--- src/rtl/code_seq_pkg.sv ---
// Shared types and constants for the code sequencer.
package code_seq_pkg;

   localparam int INSTR_W = 12;
   localparam int LINE_W  = 32;
   localparam int OP_W    = 4;

   localparam logic [OP_W-1:0] OP_END_DEFAULT = 4'hF;

   localparam logic [1:0] ERR_NONE     = 2'd0;
   localparam logic [1:0] ERR_OVERFLOW = 2'd1;
   localparam logic [1:0] ERR_TIMEOUT  = 2'd2;
   localparam logic [1:0] ERR_NO_PROG  = 2'd3;

   typedef enum logic [2:0] {
      S_IDLE,
      S_LOAD,
      S_CLEAR,
      S_RUN,
      S_STOP
   } state_t;

endpackage

--- src/rtl/run_watchdog.sv ---
// Counts RUN cycles; expired flags the last permitted cycle.
module run_watchdog #(
   parameter int TIMEOUT_CYCLES = 65535
) (
   input  logic clk,
   input  logic rst_n,
   input  logic clear,
   input  logic enable,
   output logic expired
);

   localparam int CW = $clog2(TIMEOUT_CYCLES + 1);

   logic [CW-1:0] count;

   // Cycle counter: held at zero outside RUN, counts while enabled.
   always_ff @(posedge clk or negedge rst_n) begin
      if (!rst_n)      count <= '0;
      else if (clear)  count <= '0;
      else if (enable) count <= count + 1'b1;
   end

   // High during the TIMEOUT_CYCLES-th enabled cycle.
   assign expired = enable && (count == CW'(TIMEOUT_CYCLES - 1));

endmodule

--- src/rtl/code_sequencer.sv ---
// Loads a program into data_path code storage and runs the fetch pipeline
// until an end op, an index past the loaded length, or a timeout.
module code_sequencer
   import code_seq_pkg::*;
#(
   parameter int              MAX_LINES      = 1024,
   parameter int              TIMEOUT_CYCLES = 65535,
   parameter logic [OP_W-1:0] OP_END         = OP_END_DEFAULT
) (
   input  logic               clk_clk,
   input  logic               reset_reset_n,
   input  logic               load_valid,
   output logic               load_ready,
   input  logic [INSTR_W-1:0] load_data,
   input  logic               load_last,
   input  logic               start,
   input  logic               abort,
   output logic [LINE_W-1:0]  code_storage_write_interface_write_line,
   output logic [INSTR_W-1:0] code_storage_write_interface_write_data,
   output logic               code_storage_write_interface_is_write,
   output logic               code_storage_code_control_interface_reset,
   output logic               code_storage_code_control_interface_active,
   input  logic [LINE_W-1:0]  fetch_to_decode_register_code_index_out_interface_code_index,
   input  logic [OP_W-1:0]    parse_op_interface_op,
   output logic               busy,
   output logic               done,
   output logic               error,
   output logic [1:0]         error_code,
   output logic [LINE_W-1:0]  program_length
);

   localparam logic [LINE_W-1:0] LAST_LINE = LINE_W'(MAX_LINES - 1);

   state_t              state, next_state;
   logic [LINE_W-1:0]   wr_ptr;
   logic [LINE_W-1:0]   beat_line;
   logic                accept;
   logic                end_cond;
   logic                expired;

   // The first beat of a program always lands at line 0.
   assign beat_line = (state == S_LOAD) ? wr_ptr : '0;
   assign accept    = load_valid && load_ready && !abort &&
                      (state == S_IDLE || state == S_LOAD);
   assign end_cond  = (parse_op_interface_op == OP_END) ||
                      (fetch_to_decode_register_code_index_out_interface_code_index >= program_length);

   run_watchdog #(.TIMEOUT_CYCLES(TIMEOUT_CYCLES)) u_watchdog (
      .clk     (clk_clk),
      .rst_n   (reset_reset_n),
      .clear   (state != S_RUN),
      .enable  (state == S_RUN),
      .expired (expired)
   );

   // State register.
   always_ff @(posedge clk_clk or negedge reset_reset_n) begin
      if (!reset_reset_n) state <= S_IDLE;
      else                state <= next_state;
   end

   // Next-state logic; abort overrides everything.
   always_comb begin
      next_state = state;
      if (abort) begin
         next_state = S_IDLE;
      end else begin
         case (state)
            S_IDLE: begin
               if (accept)
                  next_state = (load_last || beat_line == LAST_LINE) ? S_IDLE : S_LOAD;
               else if (start && program_length != '0)
                  next_state = S_CLEAR;
            end
            S_LOAD:  if (accept && (load_last || beat_line == LAST_LINE)) next_state = S_IDLE;
            S_CLEAR: next_state = S_RUN;
            S_RUN:   if (end_cond || expired) next_state = S_STOP;
            S_STOP:  next_state = S_IDLE;
            default: next_state = S_IDLE;
         endcase
      end
   end

   // Registered outputs decoded from the upcoming state so they line up
   // with the state they describe.
   always_ff @(posedge clk_clk or negedge reset_reset_n) begin
      if (!reset_reset_n) begin
         load_ready                                 <= 1'b0;
         busy                                       <= 1'b0;
         code_storage_code_control_interface_reset  <= 1'b0;
         code_storage_code_control_interface_active <= 1'b0;
         done                                       <= 1'b0;
      end else begin
         load_ready                                 <= (next_state == S_IDLE) || (next_state == S_LOAD);
         busy                                       <= (next_state != S_IDLE);
         code_storage_code_control_interface_reset  <= (next_state == S_CLEAR);
         code_storage_code_control_interface_active <= (next_state == S_RUN);
         done                                       <= !abort && (state == S_RUN) && end_cond;
      end
   end

   // Write port: one registered write per accepted beat.
   always_ff @(posedge clk_clk or negedge reset_reset_n) begin
      if (!reset_reset_n) begin
         code_storage_write_interface_is_write   <= 1'b0;
         code_storage_write_interface_write_line <= '0;
         code_storage_write_interface_write_data <= '0;
         wr_ptr                                  <= '0;
      end else begin
         code_storage_write_interface_is_write <= accept;
         if (accept) begin
            code_storage_write_interface_write_line <= beat_line;
            code_storage_write_interface_write_data <= load_data;
            wr_ptr                                  <= beat_line + 1'b1;
         end
      end
   end

   // Program length and sticky error status.
   always_ff @(posedge clk_clk or negedge reset_reset_n) begin
      if (!reset_reset_n) begin
         program_length <= '0;
         error          <= 1'b0;
         error_code     <= ERR_NONE;
      end else if (abort) begin
         // A half-loaded program is unusable.
         if (state == S_LOAD) program_length <= '0;
      end else if (accept) begin
         error      <= 1'b0;
         error_code <= ERR_NONE;
         if (load_last) begin
            program_length <= beat_line + 1'b1;
         end else if (beat_line == LAST_LINE) begin
            program_length <= '0;
            error          <= 1'b1;
            error_code     <= ERR_OVERFLOW;
         end
      end else if (start && state == S_IDLE) begin
         error      <= (program_length == '0);
         error_code <= (program_length == '0) ? ERR_NO_PROG : ERR_NONE;
      end else if (state == S_RUN && !end_cond && expired) begin
         error      <= 1'b1;
         error_code <= ERR_TIMEOUT;
      end
   end

endmodule
--- config.mk ---
export PLATFORM = sky130hd
export DESIGN_NAME = code_sequencer
export DESIGN_NICKNAME = d
export VERILOG_FILES = /design/src/rtl/code_seq_pkg.sv /design/src/rtl/run_watchdog.sv /design/src/rtl/code_sequencer.sv
export SDC_FILE = /design/constraint.sdc
export NUM_CORES = 1
export LEC_CHECK = 0
export BUFFER_PORTS_ARGS = -buffer_cell sky130_fd_sc_hd__buf_4
export CORE_ASPECT_RATIO = 1.1
export CORE_MARGIN = 5
export CORE_UTILIZATION = 62
export CTS_BUF_LIST = sky130_fd_sc_hd__clkbuf_4 sky130_fd_sc_hd__clkbuf_8
export DETAILED_ROUTE_END_ITERATION = 12
export GPL_ROUTABILITY_DRIVEN = 0
export PLACE_DENSITY_LB_ADDON = 0.15
export SETUP_SLACK_MARGIN = 0.02
export SLEW_MARGIN = 20
export SYNTH_ARGS = -nofsm -noshare
export SYNTH_HDL_FRONTEND = slang
export SYNTH_SLANG_ARGS = --single-unit
--- constraint.sdc ---
create_clock -name clk_clk -period 6.1 [get_ports clk_clk]
set_clock_uncertainty 0.1 [all_clocks]
set_input_delay 0.915 -clock clk_clk [delete_from_list [all_inputs] [get_ports clk_clk]]
set_output_delay 0.915 -clock clk_clk [all_outputs]
set_load 0.1 [all_outputs]
==> results_dict.tcl <==
set metrics [dict create \
    status "finished, final reports clean" \
    maxCapViolCount 0 \
    grt_pass1_wl_um 31200 \
    avgSynthCellArea_um2 8.87 \
    via_per_inst 5.98 \
    grt_max_degree 91 \
    met2_length_um 9050 \
    grt_pass1_vias 6318 \
    synth_edf_count 0 \
    finalSetupViolations 0 \
    rsz0062_at_grt "no" \
    fin_nets 1009 \
    hpwl_um 13500 \
    rows 41 \
    io_pins 139 \
    r2r_cells 11 \
    cp_cell_sequence "nor3b_4 -> buf_4 -> and2_1 -> ha_1 -> and3_1 -> nand4_1 -> nor4_2 -> and3_1 -> nand4_1 -> or3_1 -> o21ai_0" \
    syn_to_final_growth_pct 22.6 \
    met1_length_um 7900 \
    crit_path_end_kind "register" \
    power.density_nw_per_um2 310 \
    dieArea_um2 13700 \
    clockBufferDepth 2 \
    clock.fmax_mhz 247 \
    finalHoldViolations 0 \
    ir_worst_vdd_mv 0.302 \
    fin_crit_sh_pct 66.4 \
    overflow 0 \
    clk_pin_slew_ns 0.08 \
    cts_hold_buffers 0 \
    start_kind "register" \
    final-max-slew-violation-count 0 \
    cts_resized 0 \
    finalSetupTns_ns 0 \
    synth_cells 798 \
    synth-seq-area-share_pct 48.1 \
    cts_root_buf "clkbuf_8" \
    post_cts_buffers 0 \
    htree_num_levels 4 \
    crit_slowest_cell "nor4_2" \
    async_reset_ff_share_pct 100 \
    clk_latency_ns 0.45 \
    synth_cell_types 50 \
    tightestPinTransition_ns 0.886 \
    layout_common_cells "189 x nand2_1, 142 x buf_4, 136 x dfrtp_1" \
    first_iter_violations 665 \
    worstPathRequired_ns 6.37 \
    hp-class "input port to asynchronous set/reset pin" \
    antenna_found_initial 0 \
    initial_core_util_pct 62.5 \
    top_layer "met4" \
    yosysWarningCount 0 \
    finalPower_mw 2.70 \
    cts_tree "built" \
    relSlewSlack_pct 40.9 \
    ant_nets 0 \
    cp_top_family "simple AND/OR/NAND/NOR gates" \
    period_minus_slack_ns 4.05 \
    core_region_area_um2 11300 \
    firstDrtPassIters 5 \
    ys.flop_type "dfrtp_1" \
    clkSinkCount 136 \
    cts_buffers 17 \
    grt_usage_pct 28.4 \
    wl_met3_um 1820 \
    worstReg2RegEnd "wr_ptr[30]" \
    syn_nets 887 \
    cp_data_arrival_time_ns 4.32 \
    io_buffer_count 138 \
    synth_seq_cells 136 \
    num_vias 6475 \
    drc 0 \
    timing.rr.start "state[1]" \
    synth_area_um2 7080 \
    routed_wl_um 19100 \
    path_class "register to register" \
    wl_per_cell_um 17.6 \
    final_common_cell "nand2_1" \
    die_h_um 122 \
    p_leak_nw 4.06 \
    rrSetupSlack_ns 2.05 \
    cp_num_buf_inv 1 \
    die_x_um 112 \
    max_stage_delay_ns 0.66 \
    n_antenna_cell 0 \
    drive_gt1_share_pct 20.0 \
    path_max_fanout 53 \
]
==> Yosys cell counts (all sizes together), types with 12 or more instances <==
cell type	instances	area, um2
nand3	37	190
o21ai	70	350
nand4	21	131
a21oi	21	105
xnor2	16	140
and3	12	75.1
ha	35	438
inv	42	158
xor2	26	228
nand2	189	709
dfrtp	136	3400
o31ai	26	195
nor4	14	93.8
clkbuf	31	116
nor2	42	158
==> cells by family after synthesis <==
kind of cell | count (synthesis) | share of synthesized area (%)
multiplexers | 4 | 0.618
adder cells (fa/ha/maj) | 35 | 6.18
AO/OA/AOI/OAI | 152 | 13.1
buffers and inverters | 82 | 4.38
flip-flops | 136 | 48.1
AND/OR/NAND/NOR | 347 | 22.4
XOR/XNOR | 42 | 5.19
==> where the power goes <==
part           leakage, nW  total (mW)  internal [mW]  switching [mW]
Sequential            1.86        1.01          0.964          0.0499
Clock                0.234       0.887          0.530           0.357
Combinational         1.97       0.795          0.175           0.620
Total                 4.06        2.70           1.67            1.03
==> registers in the layout, summed over array words and instances (netlist names) <==
| name | cells |
|---|---|
| busy | 1 |
| code_storage_code_control_interface_active | 1 |
| code_storage_code_control_interface_reset | 1 |
| code_storage_write_interface_is_write | 1 |
| code_storage_write_interface_write_data | 12 |
| code_storage_write_interface_write_line | 32 |
| done | 1 |
| error | 1 |
| error_code | 2 |
| load_ready | 1 |
| program_length | 32 |
| state | 3 |
| u_watchdog.count | 16 |
| wr_ptr | 32 |
==> metrics by stage <==
stage / setup slack (ns) / cells / hold slack (ns) / cell area, um2 / util, %
global route: 1.83 / 1083 / 0.402 / 8680 / 76.6
CTS: 2.10 / 1083 / 0.380 / 8680 / 76.5
detailed placement: 2.22 / 1051 / 0.361 / 8200 / 72.3
floorplan: 2.71 / 798 / 0.345 / 7080 / -
global placement: 2.40 / 1051 / 0.357 / 8200 / 72.3
finish: 2.05 / 1083 / 0.376 / 8680 / 76.6
==> worst max path at each step <==
stage	startpoint	end	slack (ns)	depth (start not counted)
6_report	state[1]	wr_ptr[30]	2.05	11
2_1_floorplan	state[1]	wr_ptr[30]	2.71	12
5_1_grt	state[0]	wr_ptr[30]	1.83	11
3_3_place_gp	state[1]	wr_ptr[30]	2.40	11
4_1_cts	state[1]	wr_ptr[30]	2.10	11
3_5_place_dp	state[1]	wr_ptr[30]	2.22	11
==> area by class of cell <==
type / instances / area, um2
clock buffer: 21 / 289
timing repair buffer: 143 / 1080
clock inverter: 11 / 191
tap: 150 / 188
multi-input combinational: 580 / 3370
sequential: 136 / 3400
fill: 775 / 2660
inverter: 42 / 158
==> worst reg2reg max path, stage by stage (launching register included) <==
cell     delay, ns
dfrtp_1       0.47
nor3b_4       0.19
buf_4         0.47
and2_1        0.28
ha_1          0.25
and3_1        0.22
nand4_1       0.33
nor4_2        0.66
and3_1        0.33
nand4_1       0.19
or3_1         0.40
o21ai_0       0.08
==> metal layers <==
metal  track usage [%]  up-vias
met1              37.3     3123
met5                 0        -
met4              8.29        0
met2              46.3      321
met3              8.30       23
li1                  -     3008
Note: power is estimated with default switching activity, not from simulation.
